--- src/rtl/inst_fetch.sv ---
// Instruction fetch stage: issues one word read per fetch_req over a valid/ready
// request and valid-only response channel, then holds the result until acknowledged.
module inst_fetch #(
  parameter int unsigned TIMEOUT  = 64,
  parameter logic [31:0] NOP_INST = 32'h0000_0013
) (
  input  logic        clk,
  input  logic        rst,
  input  logic        fetch_req,
  input  logic [31:0] pc_i,
  input  logic        flush,
  output logic        imem_req_valid,
  input  logic        imem_req_ready,
  output logic [31:0] imem_req_addr,
  input  logic        imem_rsp_valid,
  input  logic [31:0] imem_rsp_data,
  input  logic        imem_rsp_err,
  output logic [31:0] inst_o,
  output logic [31:0] inst_pc,
  output logic        inst_valid,
  input  logic        inst_ack,
  output logic        fetch_err,
  output logic [1:0]  err_cause,
  output logic        busy,
  output logic [31:0] fetch_count
);

  // state | meaning
  // IDLE  | no fetch in progress
  // REQ   | request presented, waiting for imem_req_ready
  // WAIT  | request accepted, waiting for response or timeout
  // HOLD  | instruction (or error NOP) presented until inst_ack
  typedef enum logic [1:0] {IDLE, REQ, WAIT, HOLD} state_t;

  localparam int unsigned TW = $clog2(TIMEOUT);
  localparam logic [TW-1:0] TMR_LOAD = TW'(TIMEOUT - 1);

  localparam logic [1:0] CAUSE_NONE  = 2'd0;
  localparam logic [1:0] CAUSE_MISAL = 2'd1;
  localparam logic [1:0] CAUSE_BUS   = 2'd2;
  localparam logic [1:0] CAUSE_TMO   = 2'd3;

  state_t        state_q, state_d;
  logic [31:0]   addr_q, addr_d;
  logic [31:0]   inst_q, inst_d;
  logic [31:0]   pc_q, pc_d;
  logic          err_q, err_d;
  logic [1:0]    cause_q, cause_d;
  logic          drop_q, drop_d;
  logic [TW-1:0] tmr_q, tmr_d;
  logic [31:0]   count_q, count_d;
  logic          launch;
  logic          discard;

  always_ff @(posedge clk or posedge rst) begin
    if (rst) begin
      state_q <= IDLE;
      addr_q  <= '0;
      inst_q  <= '0;
      pc_q    <= '0;
      err_q   <= 1'b0;
      cause_q <= CAUSE_NONE;
      drop_q  <= 1'b0;
      tmr_q   <= '0;
      count_q <= '0;
    end else begin
      state_q <= state_d;
      addr_q  <= addr_d;
      inst_q  <= inst_d;
      pc_q    <= pc_d;
      err_q   <= err_d;
      cause_q <= cause_d;
      drop_q  <= drop_d;
      tmr_q   <= tmr_d;
      count_q <= count_d;
    end
  end

  always_comb begin
    state_d = state_q;
    addr_d  = addr_q;
    inst_d  = inst_q;
    pc_d    = pc_q;
    err_d   = err_q;
    cause_d = cause_q;
    drop_d  = drop_q;
    tmr_d   = tmr_q;
    count_d = count_q;
    launch  = 1'b0;
    // A flush in the same cycle as the response already cancels it.
    discard = drop_q | flush;

    case (state_q)
      IDLE: begin
        if (!flush && fetch_req) launch = 1'b1;
      end
      REQ: begin
        if (flush) drop_d = 1'b1;
        if (imem_req_ready) begin
          state_d = WAIT;
          tmr_d   = TMR_LOAD;
        end
      end
      WAIT: begin
        if (flush) drop_d = 1'b1;
        if (imem_rsp_valid) begin
          if (discard) begin
            state_d = IDLE;
            drop_d  = 1'b0;
          end else begin
            state_d = HOLD;
            if (imem_rsp_err) begin
              inst_d  = NOP_INST;
              err_d   = 1'b1;
              cause_d = CAUSE_BUS;
            end else begin
              inst_d  = imem_rsp_data;
              err_d   = 1'b0;
              cause_d = CAUSE_NONE;
            end
          end
        end else if (tmr_q == '0) begin
          if (discard) begin
            state_d = IDLE;
            drop_d  = 1'b0;
          end else begin
            state_d = HOLD;
            inst_d  = NOP_INST;
            err_d   = 1'b1;
            cause_d = CAUSE_TMO;
          end
        end else begin
          tmr_d = tmr_q - 1'b1;
        end
      end
      HOLD: begin
        if (flush) begin
          state_d = IDLE;
        end else if (inst_ack) begin
          count_d = count_q + 32'd1;
          state_d = IDLE;
          if (fetch_req) launch = 1'b1;
        end
      end
      default: state_d = IDLE;
    endcase

    if (launch) begin
      addr_d = pc_i;
      pc_d   = pc_i;
      drop_d = 1'b0;
      if (pc_i[1:0] != 2'b00) begin
        state_d = HOLD;
        inst_d  = NOP_INST;
        err_d   = 1'b1;
        cause_d = CAUSE_MISAL;
      end else begin
        state_d = REQ;
        err_d   = 1'b0;
        cause_d = CAUSE_NONE;
      end
    end
  end

  assign imem_req_valid = (state_q == REQ);
  assign imem_req_addr  = addr_q;
  assign inst_o         = inst_q;
  assign inst_pc        = pc_q;
  assign inst_valid     = (state_q == HOLD);
  assign fetch_err      = err_q;
  assign err_cause      = cause_q;
  assign busy           = (state_q != IDLE);
  assign fetch_count    = count_q;

endmodule

--- config.mk ---
export PLATFORM = sky130hd
export DESIGN_NAME = inst_fetch
export DESIGN_NICKNAME = d
export VERILOG_FILES = /design/src/rtl/inst_fetch.sv
export SDC_FILE = /design/constraint.sdc
export NUM_CORES = 1
export LEC_CHECK = 0
export CORE_ASPECT_RATIO = 2
export CORE_MARGIN = 2
export CORE_UTILIZATION = 43
export CTS_CLUSTER_DIAMETER = 50
export DETAILED_ROUTE_END_ITERATION = 8
export PLACE_DENSITY = 0.9
export SYNTH_ARGS = -nofsm -noshare
export SYNTH_HDL_FRONTEND = slang
export SYNTH_SLANG_ARGS = --single-unit
--- constraint.sdc ---
create_clock -name clk -period 4.1 [get_ports clk]
set_input_delay 0.82 -clock clk [delete_from_list [all_inputs] [get_ports clk]]
set_output_delay 0.82 -clock clk [all_outputs]
set_load 0.005 [all_outputs]
## Yosys cells after proc, flatten, opt, wreduce, memory -nomap -nowiden

Cells that the tools add are included.

- Register bits after elaboration: 108
- Output and inout port bits: 134
- Input bits: 72

- Reduce and logical (&&, ||, !) cells: 15
- Bitwise operators: 2
- Add/sub/neg operators: 2
- Eq/ne operators: 10
- Mux-type cells: 48

Operator list:

| cell | number |
|---|---|
| $mux W32 | 8 |
| $add A32 B1 Y32 const B | 1 |
| $mux W2 | 15 |
| $mux W1 | 18 |
| $mux W6 | 3 |
| $pmux W6 S2 | 1 |
| $reduce_and A4 Y1 | 2 |
| $reduce_bool A2 Y1 | 4 |
| $logic_not A6 Y1 | 1 |
| $ne A2 B2 Y1 const B | 3 |
| $pmux W2 S3 | 1 |
| $reduce_and A3 Y1 | 2 |
| $reduce_bool A3 Y1 | 2 |
| $sub A6 B1 Y6 const B | 1 |
| $eq A2 B2 Y1 const B | 2 |
| $ne A4 B2 Y1 const B | 1 |
| $ne A4 B4 Y1 const B | 1 |
| $pmux W1 S2 | 2 |
| $reduce_bool A4 Y1 | 1 |
| $ne A3 B1 Y1 const B | 1 |
| $eq A2 B1 Y1 const B | 1 |
| $logic_not A2 Y1 | 1 |
| $ne A2 B1 Y1 const B | 1 |
| $logic_and A1 B1 Y1 | 1 |
| other kinds (3) | 3 |

## Depth between registers and ports, before layout

- Word-level depth: 7
- Gate-level depth with buffers: 8

## Worst setup path before layout

No wires, ideal clock.

- Path type: input to register
- From: input inst_ack
- To: register pc_q[0] (netlist: inst_pc[0])
- Data arrival time: 1.920 ns
- Buffers on the path: 2
- Data required time: 3.975 ns
- Cell stages on the path: 5
- Slack: 2.055 ns
- Path through: a21oi_1 > nor4b_2 > buf_4 > buf_2 > mux2_2

- Cells in the longest elaborated chain, start to end: 3

Ends and longest elaborated chain:

| what | RTL line | source |
|---|---|---|
| from (decl) | 21 | `input logic inst_ack,` |
| $mux W1 | 139 | `end else if (inst_ack) begin` |
| $mux W1 | 137 | `if (flush) begin` |
| $pmux W1 S2 | 93 | `case (state_q)` |
| to (signal assigned) | 70 | `pc_q <= pc_d;` |
| to (decl) | 46 | `logic [31:0] pc_q, pc_d;` |

Every way passes these cells.
A chain may end at the register's enable or synchronous reset.

## Worst setup path after layout

- From: input flush
- To: register inst_q[22] (netlist: inst_o[22])

- Cells in the longest elaborated chain, start to end: 7

Ends and longest elaborated chain:

| what | RTL line | source |
|---|---|---|
| from (decl) | 11 | `input logic flush,` |
| $or A1 B1 Y1 | 91 | `discard = drop_q \| flush;` |
| $mux W32 | 123 | `if (discard) begin` |
| $mux W32 | 122 | `end else if (tmr_q == '0) begin` |
| $mux W32 | 106 | `if (imem_rsp_valid) begin` |
| $mux W32 | 93 |  |
| $mux W32 | 152 | `if (pc_i[1:0] != 2'b00) begin` |
| $mux W32 (*) | 148 | `if (launch) begin` |
| net inst_d[22] | 45 | `logic [31:0] inst_q, inst_d;` |
| to (signal assigned) | 69 | `inst_q <= inst_d;` |
| to (decl) | 45 |  |

Mark *: on every way through the listed nets, which the timed path passes. The rest lies on a longest branch.

==> results.sh <==
export IMPL_outcome="finished, final reports clean"
export IMPL_hp_start="fetch_count[31]$_DFFE_PP0P_"
export IMPL_cp_common_cell="buf_4"
export IMPL_cpMaxStageDelayCell="clkdlybuf4s50_1"
export IMPL_cts_buffers=9
export IMPL_p_leak_nw=2.978
export IMPL_worst_r2r_setup_slack_ns=1.38
export IMPL_yosys_warnings=0
export IMPL_fin_crit_sh=0.6825
export IMPL_yosysTopAreaCellShare=0.5427
export IMPL_power_frac_clock=0.206
export IMPL_root_buffer="clkbuf_16"
export IMPL_slew_viol_final=0
export IMPL_cts_hold_buffers_added=0
export IMPL_maxClockFrequency_mhz=357.4
export IMPL_relSlewSlack=0.2446
export IMPL_reg2reg_depth=8
export IMPL_cpPeakStageDelay_ns=0.51
export IMPL_vias=4100
export IMPL_syn_area_sq_um=4980
export IMPL_die_y_um=156.2
export IMPL_dp_final_hpwl_mm=9.699
export IMPL_p_sw_frac=0.2942
export IMPL_routabilityCongestion=0.8198
export IMPL_grt_pass1_vias=4277
export IMPL_diodes=0
export IMPL_cap_viol_max_count=0
export IMPL_max_slew_worst_pin_slew_ns=1.129
export IMPL_initial_core_util=0.4412
export IMPL_dp_cells=749
export IMPL_endpoint_kind="flop"
export IMPL_crit_type="input pin to flop"
export IMPL_post_cts_buffers=0
export IMPL_die_x_um=80.10
export IMPL_synth_edf_count=0
export IMPL_path_max_fanout=33
export IMPL_final_cells=765
export IMPL_ys_seq_area_frac=0.5427
export IMPL_final_nets=697
export IMPL_synth_cell_types=45
export IMPL_internal_power_mw=3.048
export IMPL_ctsHtreeMaxLevel=3
export IMPL_clk_path_buf_depth=2
export IMPL_drt_iter0_markers=237
export IMPL_gr_total_overflow=0
export IMPL_grt_pass1_wl_mm=20.61
export IMPL_place_area_sq_um=6938
export IMPL_numPortBuffers=205
export IMPL_cts_repair_resized=0
export IMPL_cp_start_kind="input pin"
export IMPL_path_cells="clkdlybuf4s50_1, or3b_1, buf_4, nor3b_2, buf_4, nand2_1, a21oi_1"
export IMPL_design_area_sq_um=7248
export IMPL_cts_sinks=108
export IMPL_hold_class="flop to flop"
export IMPL_drive_gt1_frac=0.1011
export IMPL_insertion_delay_ns=0.34
export IMPL_rows=55
export IMPL_mostFrequentLayoutCells="clkdlybuf4s50_1 (205), dfrtp_1 (108), nand2_1 (38), a21oi_1 (36), o21ai_0 (35)"
export IMPL_ys_ff_latch=108
export IMPL_synth_top_area_cell="dfrtp_1"
export IMPL_io_pins=206
export IMPL_routedWlPerCell_um=16.68
export IMPL_rsz0062_at_grt="false"
export IMPL_arrival_ns=3.05
export IMPL_power_switching_mw=1.270
export IMPL_finalSetupTns_ns=0
export IMPL_hold_depth=1
export IMPL_syn_avg_cell_area_sq_um=11.07
export IMPL_power_frac_seq=0.382
export IMPL_syn_instance_count=450
export IMPL_final_common_cell="clkdlybuf4s50_1"
export IMPL_fin_crit_ns=2.798
export IMPL_routed_wl_mm=12.76
export IMPL_synthTopCellsByArea="dfrtp_1 (54%), mux2_2 (7.7%), buf_4 (5.4%)"
export IMPL_drc=0
export IMPL_antenna_found_initial=0
export IMPL_ys_flop_type="dfrtp_1"
export IMPL_grt_usage=0.2073
export IMPL_required_ns=4.36
export IMPL_fin_util=0.6422
export IMPL_r2r_end="inst_o[22]$_DFF_PP0_"
export IMPL_rr_startpoint="state_q[0]$_DFFE_PP0P_"
export IMPL_dieArea_sq_um=12510
export IMPL_min_to="fetch_count[31]$_DFFE_PP0P_"
export IMPL_vdd_ir_drop_max_mv=0.3567
export IMPL_drtPass1Iterations=7
export IMPL_syn_nets=529
export IMPL_skew_ns=0.008575
export IMPL_finalHoldViolCount=0
export IMPL_tritoncts="built"
export IMPL_pwr_share_comb=0.412
export IMPL_finalSetupViolations=0
export IMPL_via_per_inst=5.359
export IMPL_area_growth_pct=45.55
export IMPL_async_flop_share=1.000
export IMPL_clk_pin_slew_worst_paths_ns=0.07
export IMPL_power_density_nw_per_um2=595.7
export IMPL_grt_start_max_net_pins=43
export IMPL_core_area_sq_um=11290
export IMPL_antenna_left=0
[per-stage QoR]
stage	power, mW	setup slack [ns]	hold slack [ns]
4_1_cts	4.369	1.319	0.4764
6_report	4.318	1.302	0.4731
3_5_place_dp	3.465	0.9713	0.4628
3_3_place_gp	3.380	1.082	0.4633
5_1_grt	4.574	1.199	0.5100
2_1_floorplan	2.479	0.4344	0.4683
[kinds of logic (layout without fill, tap and decap cells)]
kind of cell    count (synthesis)  after routing  share of synthesized area
simple gates                  114            114                     0.1266
buf+inv                        64            237                    0.07739
mux                            34             34                    0.07688
flops                         108            108                     0.5427
fa+ha+maj                       7              7                    0.01759
compound gates                 92             92                     0.1043
xor+xnor                       31             31                    0.05452
[cell usage after synthesis, drive strengths merged (2+ instances only)]
library cell	number
a211o	2
a21oi	37
a41oi	2
and2	4
and3	10
and4	8
buf	44
clkbuf	11
dfrtp	108
ha	7
inv	9
mux2	34
nand2	38
nand3	15
nand3b	3
nand4	14
nor2	7
nor3b	2
o21a	2
o21ai	36
o31ai	3
or3	4
or3b	2
or4	2
xnor2	28
xor2	3
[worst max-delay path: cells and delay by family]
family / cells / cell delay [ns]
compound gates: 1 / 0.16
simple gates: 3 / 0.98
buf+inv: 3 / 1.08
[how the worst max path moves through the flow]
stage | cells after the start | slack (ns) | startpoint | to
2_1_floorplan | 1 | 0.43 | rst | drop_q$_DFFE_PP0P_
3_3_place_gp | 7 | 1.08 | flush | inst_o[16]$_DFF_PP0_
3_5_place_dp | 7 | 0.97 | flush | inst_o[22]$_DFF_PP0_
4_1_cts | 7 | 1.32 | flush | inst_o[22]$_DFF_PP0_
5_1_grt | 7 | 1.20 | flush | inst_o[21]$_DFF_PP0_
6_report | 7 | 1.30 | flush | inst_o[22]$_DFF_PP0_
[flip-flops by register name (all words and copies together) (netlist names)]
name         count
drop_q           1
err_cause        2
fetch_err        1
tmr_q            6
fetch_count     32
state_q          2
inst_pc         32
inst_o          32
[layer usage]
layer	track usage	up-vias	share of wire
met5	0	-	0
met4	0.07829	0	0.022
met3	0.04051	24	0.055
met2	0.3873	163	0.57
met1	0.2232	2034	0.35
li1	-	1879	-
[power by group through the flow]
stage | Combinational, mW | Clock [mW] | Sequential [mW]
floorplan | 0.844 | 0 | 1.63
global placement | 1.74 | 0 | 1.64
detailed placement | 1.80 | 0 | 1.67
CTS | 1.80 | 0.908 | 1.66
global route | 1.92 | 0.961 | 1.70
finish | 1.78 | 0.890 | 1.65
[final cells by class]
| type | instances | area [sq um] |
|---|---|---|
| clock buffer | 10 | 239.0 |
| clock inverter | 6 | 71.32 |
| multi-input combinational | 278 | 1904 |
| inverter | 9 | 36.28 |
| timing repair buffer | 212 | 2117 |
| fill | 921 | 4038 |
| tap | 142 | 177.7 |
| sequential | 108 | 2703 |
Note: power is estimated with default switching activity, not from simulation.
